File: src/rtl/t06_apple_spawn_ctrl.sv
// t06_apple_spawn_ctrl: apple (re)spawn sequencer for the snake game.
// Random candidates are screened against the playfield bounds and then
// offered to the external occupancy checker. After MAX_TRIES rejects the
// sequencer falls back to a raster scan of the interior.
// Optional feature macro: APPLE_SPAWN_STATS_EN (adds spawn_count, last_tries).
module t06_apple_spawn_ctrl #(
  parameter int unsigned MAX_TRIES   = 15,
  parameter int unsigned CHK_TIMEOUT = 8,
  parameter logic [7:0]  RESET_LOC   = 8'h55
) (
  input  logic       system_clk,
  input  logic       nreset,
  input  logic       good_collision,
  input  logic [7:0] rand_val,
  input  logic [3:0] XMAX,
  input  logic [3:0] XMIN,
  input  logic [3:0] YMAX,
  input  logic [3:0] YMIN,
  output logic       cand_req,
  output logic [7:0] cand_xy,
  input  logic       chk_done,
  input  logic       chk_ok,
  output logic [7:0] apple_location,
  output logic       apple_valid,
  output logic       busy,
  output logic       spawn_fail
`ifdef APPLE_SPAWN_STATS_EN
  ,
  output logic [7:0] spawn_count,
  output logic [3:0] last_tries
`endif
);

  localparam int unsigned TW = $clog2(CHK_TIMEOUT + 1);

  typedef enum logic [2:0] {
    IDLE,
    DRAW,
    WAIT_CHK,
    SCAN,
    SCAN_WAIT,
    COMMIT
  } state_t;

  state_t          state;
  logic            pending;
  logic [3:0]      tries;
  logic [TW-1:0]   timer;
  logic [3:0]      scan_x;
  logic [3:0]      scan_y;

  logic            degenerate;
  logic            rand_inb;
  logic [3:0]      tries_inc;
  logic            tries_last;
  logic            timer_exp;
  logic            scan_x_last;
  logic            scan_y_last;

  // Bounds screening, retry limit and timeout decode.
  always_comb begin
    degenerate  = ({1'b0, XMAX} <= ({1'b0, XMIN} + 5'd1)) ||
                  ({1'b0, YMAX} <= ({1'b0, YMIN} + 5'd1));
    rand_inb    = (rand_val[3:0] > XMIN) && (rand_val[3:0] < XMAX) &&
                  (rand_val[7:4] > YMIN) && (rand_val[7:4] < YMAX);
    tries_inc   = (tries == 4'hF) ? 4'hF : tries + 4'd1;
    tries_last  = ({1'b0, tries} + 5'd1) >= 5'(MAX_TRIES);
    timer_exp   = (timer == TW'(CHK_TIMEOUT - 1));
    scan_x_last = ({1'b0, scan_x} + 5'd1) >= {1'b0, XMAX};
    scan_y_last = ({1'b0, scan_y} + 5'd1) >= {1'b0, YMAX};
  end

  // Spawn sequencer with registered outputs.
  always_ff @(posedge system_clk or negedge nreset) begin
    if (!nreset) begin
      state          <= IDLE;
      pending        <= 1'b0;
      tries          <= '0;
      timer          <= '0;
      scan_x         <= '0;
      scan_y         <= '0;
      cand_req       <= 1'b0;
      cand_xy        <= '0;
      apple_location <= RESET_LOC;
      apple_valid    <= 1'b0;
      busy           <= 1'b0;
      spawn_fail     <= 1'b0;
`ifdef APPLE_SPAWN_STATS_EN
      spawn_count    <= '0;
      last_tries     <= '0;
`endif
    end else begin
      cand_req <= 1'b0;
      if (good_collision && (state != IDLE)) begin
        pending <= 1'b1;
      end

      case (state)
        IDLE: begin
          if (good_collision || pending) begin
            state       <= DRAW;
            busy        <= 1'b1;
            apple_valid <= 1'b0;
            spawn_fail  <= 1'b0;
            tries       <= '0;
            pending     <= 1'b0;
          end
        end

        DRAW: begin
          if (degenerate) begin
            spawn_fail <= 1'b1;
            busy       <= 1'b0;
            state      <= IDLE;
          end else if (rand_inb) begin
            cand_xy  <= rand_val;
            cand_req <= 1'b1;
            timer    <= '0;
            state    <= WAIT_CHK;
          end else begin
            tries <= tries_inc;
            if (tries_last) begin
              // tries parks at 4'hF for the scan so a scan commit reports 4'hF.
              tries  <= 4'hF;
              scan_x <= XMIN + 4'd1;
              scan_y <= YMIN + 4'd1;
              state  <= SCAN;
            end else begin
              state <= DRAW;
            end
          end
        end

        WAIT_CHK: begin
          if (chk_done && chk_ok) begin
            state <= COMMIT;
          end else if (chk_done || timer_exp) begin
            tries <= tries_inc;
            if (tries_last) begin
              tries  <= 4'hF;
              scan_x <= XMIN + 4'd1;
              scan_y <= YMIN + 4'd1;
              state  <= SCAN;
            end else begin
              state <= DRAW;
            end
          end else begin
            timer <= timer + TW'(1);
          end
        end

        SCAN: begin
          cand_xy  <= {scan_y, scan_x};
          cand_req <= 1'b1;
          timer    <= '0;
          state    <= SCAN_WAIT;
        end

        SCAN_WAIT: begin
          if (chk_done && chk_ok) begin
            state <= COMMIT;
          end else if (chk_done || timer_exp) begin
            if (scan_x_last && scan_y_last) begin
              spawn_fail <= 1'b1;
              busy       <= 1'b0;
              state      <= IDLE;
            end else begin
              if (scan_x_last) begin
                scan_x <= XMIN + 4'd1;
                scan_y <= (scan_y == 4'hF) ? 4'hF : scan_y + 4'd1;
              end else begin
                scan_x <= scan_x + 4'd1;
              end
              state <= SCAN;
            end
          end else begin
            timer <= timer + TW'(1);
          end
        end

        COMMIT: begin
          apple_location <= cand_xy;
          apple_valid    <= 1'b1;
          busy           <= 1'b0;
          state          <= IDLE;
`ifdef APPLE_SPAWN_STATS_EN
          spawn_count    <= spawn_count + 8'd1;
          last_tries     <= tries;
`endif
        end

        default: begin
          state <= IDLE;
          busy  <= 1'b0;
        end
      endcase
    end
  end

endmodule

File: config.mk
export PLATFORM = sky130hd
export DESIGN_NAME = t06_apple_spawn_ctrl
export DESIGN_NICKNAME = d
export VERILOG_FILES = /design/src/rtl/t06_apple_spawn_ctrl.sv
export SDC_FILE = /design/constraint.sdc
export NUM_CORES = 1
export LEC_CHECK = 0
export CAP_MARGIN = 15
export CORE_MARGIN = 2
export CORE_UTILIZATION = 45
export CTS_CLUSTER_DIAMETER = 80
export CTS_CLUSTER_SIZE = 25
export DETAILED_ROUTE_END_ITERATION = 10
export PLACE_DENSITY = 0.77
export SLEW_MARGIN = 0
export SYNTH_ARGS = -nofsm -noshare
export SYNTH_HDL_FRONTEND = slang
export SYNTH_SLANG_ARGS = --single-unit
File: constraint.sdc
create_clock -name system_clk -period 3.7 [get_ports system_clk]
set_input_delay 0.74 -clock system_clk [delete_from_list [all_inputs] [get_ports system_clk]]
set_output_delay 0.74 -clock system_clk [all_outputs]
set_load 0.05 [all_outputs]
==> results of run 1 <==
cell type report:
cell class                 instances  area (sq um)  share of cell area (%)
clock buffer                       5          68.8                    1.85
clock inverter                     3          42.5                    1.14
inverter                          25          93.8                    2.52
multi-input combinational        263          1920                    51.5
sequential                        40          1010                    27.0
tap                               80           100                    2.68
timing repair buffer              51           498                    13.4
metal layers:
metal  wire length [um]  share of wire, %
met4                110               1.5
met5                  0                 0
met1               3290                45
met3                273               3.7
met2               3680                50
kinds of logic after synthesis:
| group | Yosys count | synth area share, % |
|---|---|---|
| XOR/XNOR | 8 | 2.28 |
| AO/OA/AOI/OAI | 99 | 21.1 |
| multiplexers | 22 | 7.66 |
| buffers and inverters | 37 | 4.69 |
| flip-flops | 40 | 32.8 |
| AND/OR/NAND/NOR | 97 | 16.4 |
| adder cells (fa/ha/maj) | 37 | 15.1 |
placed cells by master (no fill, tap or decap), types with 4 or more instances in the layout:
cell	n
clkdlybuf4s50_1	47
ha_1	37
dfrtp_1	36
a21oi_1	29
nor2_1	28
inv_1	25
nand2_1	19
o21ai_0	19
nand3_1	11
mux2_2	11
mux2i_1	10
nand4_1	7
nor2b_1	7
a31oi_1	7
xnor2_1	6
nand2b_1	5
o211ai_1	5
nor3_1	5
clkbuf_8	5
a21o_1	4
a211oi_1	4
o22a_1	4
dfstp_2	4
power by group through the flow:
| stage | combinational [mW] | clock, mW | sequential (mW) |
|---|---|---|---|
| after floorplan | 0.555 | 0 | 1.03 |
| after global routing | 1.27 | 0.380 | 0.824 |
| after CTS | 1.17 | 0.367 | 0.791 |
| after detailed placement | 1.16 | 0 | 0.801 |
| final | 1.16 | 0.356 | 0.792 |
| after global placement | 1.13 | 0 | 0.793 |
worst max-delay path, delay by kind of cell:
kind / cells / cell delay [ps]
AOI/OAI and AO/OA: 3 / 550
xor gates and xnor gates: 1 / 250
adders and majority gates: 2 / 560
buffers and inverters: 2 / 740
and+or+nand+nor: 4 / 570
path summary, 6_finish.rpt:
kind | slack (ps) | end | from
setup / recovery | 490 | cand_xy[1] | YMIN[0]
hold / removal | 510 | apple_location[5] | apple_location[5]
hold reg to reg | 510 | apple_location[5] | apple_location[5]
setup reg to reg | 1080 | scan_y[0] | scan_x[0]
max in group asynchronous | 2560 | tries[2] | nreset
min in group asynchronous | 560 | scan_x[1] | nreset
stage by stage:
stage | util, % | cells | hold WS (ps) | instance area, sq um | worst slack [ps]
after floorplan | - | 340 | 444 | 3070 | 1060
after global placement | 54.2 | 459 | 487 | 3620 | 339
after detailed placement | 54.2 | 459 | 498 | 3620 | 194
after CTS | 55.8 | 467 | 517 | 3730 | 505
after global routing | 55.8 | 467 | 537 | 3730 | 319
final | 55.8 | 467 | 511 | 3730 | 489
state kept, by name, summed over array words and instances, names as in the netlist:
name / cells
cand_xy: 8
cand_req: 1
state: 3
scan_x: 4
spawn_fail: 1
scan_y: 4
apple_location: 8
timer: 4
pending: 1
apple_valid: 1
busy: 1
tries: 4
==> run summary, run 1 <==
The logs give 46.0% for the starting density of the core and 20.8% for the overall fraction of global-route tracks in use. In the routed design, unresolved DRC markers number 0. The die area came out at 0.00750 sq mm. The flow ran to the end, and the final reports show no timing, DRC or antenna violations. After layout, the minimum clock period comes to 3210 ps. The growth of design area from synthesis to finish was 21.5%.

The tools report the max capacitance violation total as 0. The library cell occupying the most area in the post-synthesis netlist was dfrtp_1. The part of the Yosys area used for sequential elements came out at 32.8%.

The maximum resistive drop on vdd was 213 uV. Among all flip-flop cells after synthesis, the most frequent one is dfrtp_1. Headroom to the max-slew limit came out at 39.7%. The overall die width came out at 86.6 um. STA puts the critical path data required time at 3920 ps. In this run, CTS created clock tree buffers numbering 5. Antenna diode instance count: 0. The root buffer cell chosen for the clock tree is clkbuf_8.

The number of top-level pins was 49; the number of detailed-routing iterations run before antenna repair was 4. Setup repair after global routing left no endpoint under its margin. After synthesis the netlist holds a flip-flop and latch count of 40. The slew at the pin closest to its max-slew limit is 905 ps.

The sequential share of power was 34.3%; the vias after detailed routing was 2,687. In this run the mean area of a mapped cell was 9.03 sq um. After global routing, the most crowded layer is met2.

For the final routed database, the setup TNS stands at 0 ps. In this run the worst path has a maximum fanout of 20. The total nets after synthesis is 406, and the achievable clock frequency is 311 MHz.

The maximum count of clock buffers along a single path was 2; the met3 global-route usage was 2.67%. For met2 alone, demand over resource in global routing was 35.8%. The total setup buffers inserted after CTS is 0. The core region is 0.00668 sq mm. After synthesis, the netlist uses 54 different library cells. Summed over all nets, the switching power comes to 1.05 mW. The synthesized design devotes to its leading area cell type 29.3% of total area.

Entering global routing, the biggest net connects 41 pins. The commonest cells after synthesis are 37 x ha_1, 36 x dfrtp_1, 29 x a21oi_1, 28 x nor2_1, 25 x inv_1. The tools report the remaining antenna violation count as 0. Total of cells resized after clock tree synthesis: 0. In the finished design, the share of the clock period the worst path needs comes to 86.8%. Power comes to 2.31 mW.

The startpoint type of the worst setup path is a primary input. TritonCTS built the clock tree. The number of pins with negative max-slew slack in the final report is 0. Yosys printed 0 warnings. Synthesis handed over a netlist of 340 instances. ha_1 is the most common cell in the netlist.

The signal on the critical path passes through clkdlybuf4s50_1, ha_1, xnor2_1, ha_1, nand4_1, nand4_1, a21o_1, nor3_4, a32o_1, buf_4, nor2_1, a21oi_1. The worst reg2reg path depth was 9; the number of enable-type register cells in the synthesized netlist was 0. The synthesized netlist occupies a cell area of 0.00307 sq mm. The die height is 86.6 um. The classification of the worst-slack hold path is reg -> reg. The hold violation total from the final report is 0, and the switching portion of total power is 45.4%. After synthesis, the share of flip-flops with an asynchronous set or reset is 100%. The logs give 612 for the filler cell count in the final layout and 15.4% for the power share of the clock group. The later pin in the worst-skew pair is clocked with a latency of 290 ps.

The cts-stage hold buffer count is 0, and the wire length of the first global-routing pass is 12,400 um. The wire-length estimate of the detail-placed layout is 5810 um. Using the TritonRoute via totals, the vias-per-cell ratio works out to 5.75. The hold path depth was 1; the number of global-route vias before repair was 2,626. The number of port buffers came out at 48.

The arrival time at the worst endpoint came out at 3430 ps. Global routing used 27.3% of the available met1 tracks. The wire length per cell is 15.7 um, and the layout cell share with drive strength beyond 1 is 9.56%. After clock tree synthesis, the clock-pin slew on the worst setup and hold paths is 80 ps. Initial antenna violation count: 0. The critical path is of the in -> reg type.

The tools report the proportion of power drawn by combinational gates as 50.3%. The largest individual stage delay along the critical path comes from the cell clkdlybuf4s50_1. After global routing the overflow that remains totals 0. Largest incremental delay on the critical path: 500 ps.

For the final setup skew, the log shows 4.89 ps. At the end of routability-driven placement, the weighted congestion stood at 0.878. Summed over all cells, the static leakage comes to 1.75 nW. The total power per unit cell area was 619 mW/mm^2. The run gives 1.26 mW as the internal power of the cells. Setup violations remaining at the end of the flow were counted as 0. After the last flow step, the layout net total stands at 452. For the number of clock sinks seen by CTS, the log shows 40. The detailed router finished its first iteration with 227 violations.

The logs give 30 for the number of rows in the core area and 7350 um for the detailed-route wire length. In this run the number of H-tree levels came out at 2. Yosys attributes the largest share of cell area to dfrtp_1 29%, ha_1 15%, a21oi_1 4.7%, mux2_2 4.0%, dfstp_2 3.4%.

Critical path endpoint category: a register.
(Power assumes the default switching activity.)
==> inputs of run 2 (changes only) <==
--- a/config.mk
+++ b/config.mk
@@ -5,7 +5,7 @@
 export SDC_FILE = /design/constraint.sdc
 export NUM_CORES = 1
 export LEC_CHECK = 0
-export CAP_MARGIN = 15
+export CAP_MARGIN = 20
 export CORE_MARGIN = 2
 export CORE_UTILIZATION = 45
 export CTS_CLUSTER_DIAMETER = 80
==> results of run 2 <==
The final DEF is identical to that of run 1; final timing and power are the same.
==> inputs of run 3 (changes only) <==
--- a/config.mk
+++ b/config.mk
@@ -11,7 +11,9 @@
 export CTS_CLUSTER_DIAMETER = 80
 export CTS_CLUSTER_SIZE = 25
 export DETAILED_ROUTE_END_ITERATION = 10
-export PLACE_DENSITY = 0.77
+export DONT_BUFFER_PORTS = 1
+export PLACE_DENSITY = 0.68
+export SKIP_CTS_REPAIR_TIMING = 1
 export SLEW_MARGIN = 0
 export SYNTH_ARGS = -nofsm -noshare
 export SYNTH_HDL_FRONTEND = slang
==> constraint.sdc (replaced) <==
create_clock -name system_clk -period 3.65 [get_ports system_clk]
set_input_delay 0.73 -clock system_clk [delete_from_list [all_inputs] [get_ports system_clk]]
set_output_delay 0.73 -clock system_clk [all_outputs]
set_load 0.05 [all_outputs]
==> run 3 against run 2 <==
  * Sequential power up 40%
  * Largest power group is now registers
  * Clock skew up 2.5 ps
  * First-iteration DRC count down 8.8%
  * Sequential share of layout area up 4.2 points
  * Critical path depth down 3
  * Largest cell class unchanged
==> run summary, run 3 (synthesis gave the netlist of run 1 again) <==
After layout, the worst path uses 83.7% of the clock period. The run gives 630 ps (+436 ps) as the post-placement worst setup slack. TritonCTS built the clock tree.

The total power per unit cell area was 639 mW/mm^2 (+3.2%); the number of port buffers was 0 (-100%). The register clock-pin slew on the reported worst setup and hold paths is 80 ps (about the same), and the remaining global-route overflow is 0 (unchanged). The clock insertion delay at the later pin of the skew report was 290 ps (about the same). The flow ran to the end, and the final reports show no timing, DRC or antenna violations. The number of clock sinks seen by CTS is 40 (unchanged). The critical path endpoint category is a register.

The most common cell after layout, fill and taps aside is ha_1. The max capacitance violation total is 0 (unchanged). The top cell types in the final layout, fill and taps aside, are 37 x ha_1, 36 x dfrtp_1, 29 x a21oi_1, 28 x nor2_1, 25 x inv_1. The core footprint is 0.00668 sq mm (unchanged), and the layout cell share with drive strength beyond 1 is 10.4% (+0.79 points).

The die area is 0.00750 sq mm (unchanged), and the utilization after layout is 48.2% (-7.6 points). The vias after detailed routing was 2,544 (-5.3%); the worst endpoint required time was 3830 ps (-90 ps). Overall die width: 86.6 um (unchanged). The tools report the worst reg2reg path endpoint as scan_y[1]. Internal reg-to-reg setup slack: 590 ps (-490 ps).

Final-layout setup total negative slack: 0 ps (unchanged). The starting density of the core came out at 46.0% (unchanged). Classification of the worst-slack hold path: in -> async. The wire length per cell is 17.0 um (+7.9%). The total power draw is 2.06 mW (-11%), and the via density per instance is 6.09 (+5.8%). In the final layout, the registers with the most flip-flops are apple_location x8, cand_xy x8.

The tools report the TritonCTS buffer count as 5 (unchanged). The largest net degree at the start of global routing was 41 (unchanged). Cell at the root of the clock tree: clkbuf_8.

Compared with the post-synthesis result, the final layout area differs by 4.97%. Last weighted congestion value of the routability-driven placer: 0.911 (+3.7%). Number of pins with negative max-slew slack in the final report: 0 (unchanged). Half-perimeter wire length after detailed placement: 5510 um (-5.2%).

The clock period minus worst slack is 3060 ps. The worst reg2reg path depth is 9 (unchanged). For the number of design rule violations left after detail routing, the log shows 0 (unchanged). The slew at the pin closest to its max-slew limit works out to 681 ps (-224 ps).

Based on the critical path, the design can be clocked at up to 327 MHz. The run gives 0 (unchanged) as the hold violation total from the final report. Critical path start-end classification: reg -> reg. The number of top-level pins is 49 (unchanged). The violation count after the first detailed-routing iteration was 207 (-8.8%); the maximum resistive drop on vdd was 199 uV (-6.6%). The overall fraction of global-route tracks in use was 19.7% (-1.1 points); the worst-case headroom to the max-slew limit was 53.4% (+14 points).

In this run the critical register-to-register path is launched from scan_x[0]. The arrival time at the worst endpoint came out at 3230 ps (-200 ps). The final setup skew came out at 7.35 ps (+2.45 ps). The run gives 403 (-11%) as the number of nets in the finished design. Count of final setup violators: 0 (unchanged). The tools report the total leakage power as 1.56 nW (-11%). The number of H-tree levels was 2 (unchanged). For the antenna diode instance count, the log shows 0 (unchanged). The maximum count of clock buffers along a single path is 2 (unchanged). The detailed-route wire length came out at 7100 um (-3.5%). The run gives 11,700 um (-5.6%) as the wire length of the first global-routing pass. STA classifies the critical path startpoint as a register.

The worst-case setup margin in the final layout was 593 ps (+104 ps); the number of rows in the core area was 30 (unchanged). The remaining antenna violation count was 0 (unchanged); the maximum fanout along the worst path was 11 (-45%). Setup repair after global routing left no endpoint under its margin. The die height came out at 86.6 um (unchanged). The logs give 5 (+1) for the number of detailed-routing iterations run before antenna repair and 0 (unchanged) for the initial antenna violation count.

The number of global-route vias before repair was 2,365 (-9.9%).
## run 3: how the worst max path moves through the flow
stage / from / to / cells after the start
floorplan: YMIN[0] / timer[2] / 10
global placement: scan_y[0] / scan_y[0] / 9
detailed placement: scan_x[0] / scan_y[1] / 9
CTS: scan_x[0] / scan_y[1] / 9
global route: scan_x[0] / scan_y[1] / 9
finish: scan_x[0] / scan_y[1] / 9
## run 3: final cells by class
cell class / instances / area [sq um]
clock inverter: 3 / 18.8
timing repair buffer: 2 / 15.0
inverter: 25 / 93.8
sequential: 40 / 1010
multi-input combinational: 263 / 1920
fill: 650 / 3460
tap: 80 / 100
clock buffer: 5 / 68.8
## run 3: power breakdown
| part | leakage (nW) | switching [mW] | internal [mW] |
|---|---|---|---|
| logic | 1.00 | 0.358 | 0.300 |
| registers | 0.509 | 0.501 | 0.612 |
| clock network | 0.0479 | 0.156 | 0.133 |
## run 3: metal layers
metal,up-vias,global-route usage [%],part of all wire [%]
met1,1199,27.9,46
li1,1246,-,-
met5,-,0,0
met4,0,4.40,0.97
met3,5,4.57,6.9
met2,94,30.7,46
## run 3: worst max-delay path, stage by stage (launching register included)
cell and delay (ps):
dfrtp_1 450, ha_1 280, xor2_1 160, ha_1 280, o21ai_0 60, o21ai_0 370, a211oi_1 140, o211ai_1 580
nand2b_4 290, mux2_2 330
## run 3: per-stage QoR
step                std cells  instance area, sq um  hold slack, ps
floorplan                 340                  3070             434
global placement          410                  3140             437
detailed placement        410                  3140             437
CTS                       418                  3220             115
global route              418                  3220             104
finish                    418                  3220             123
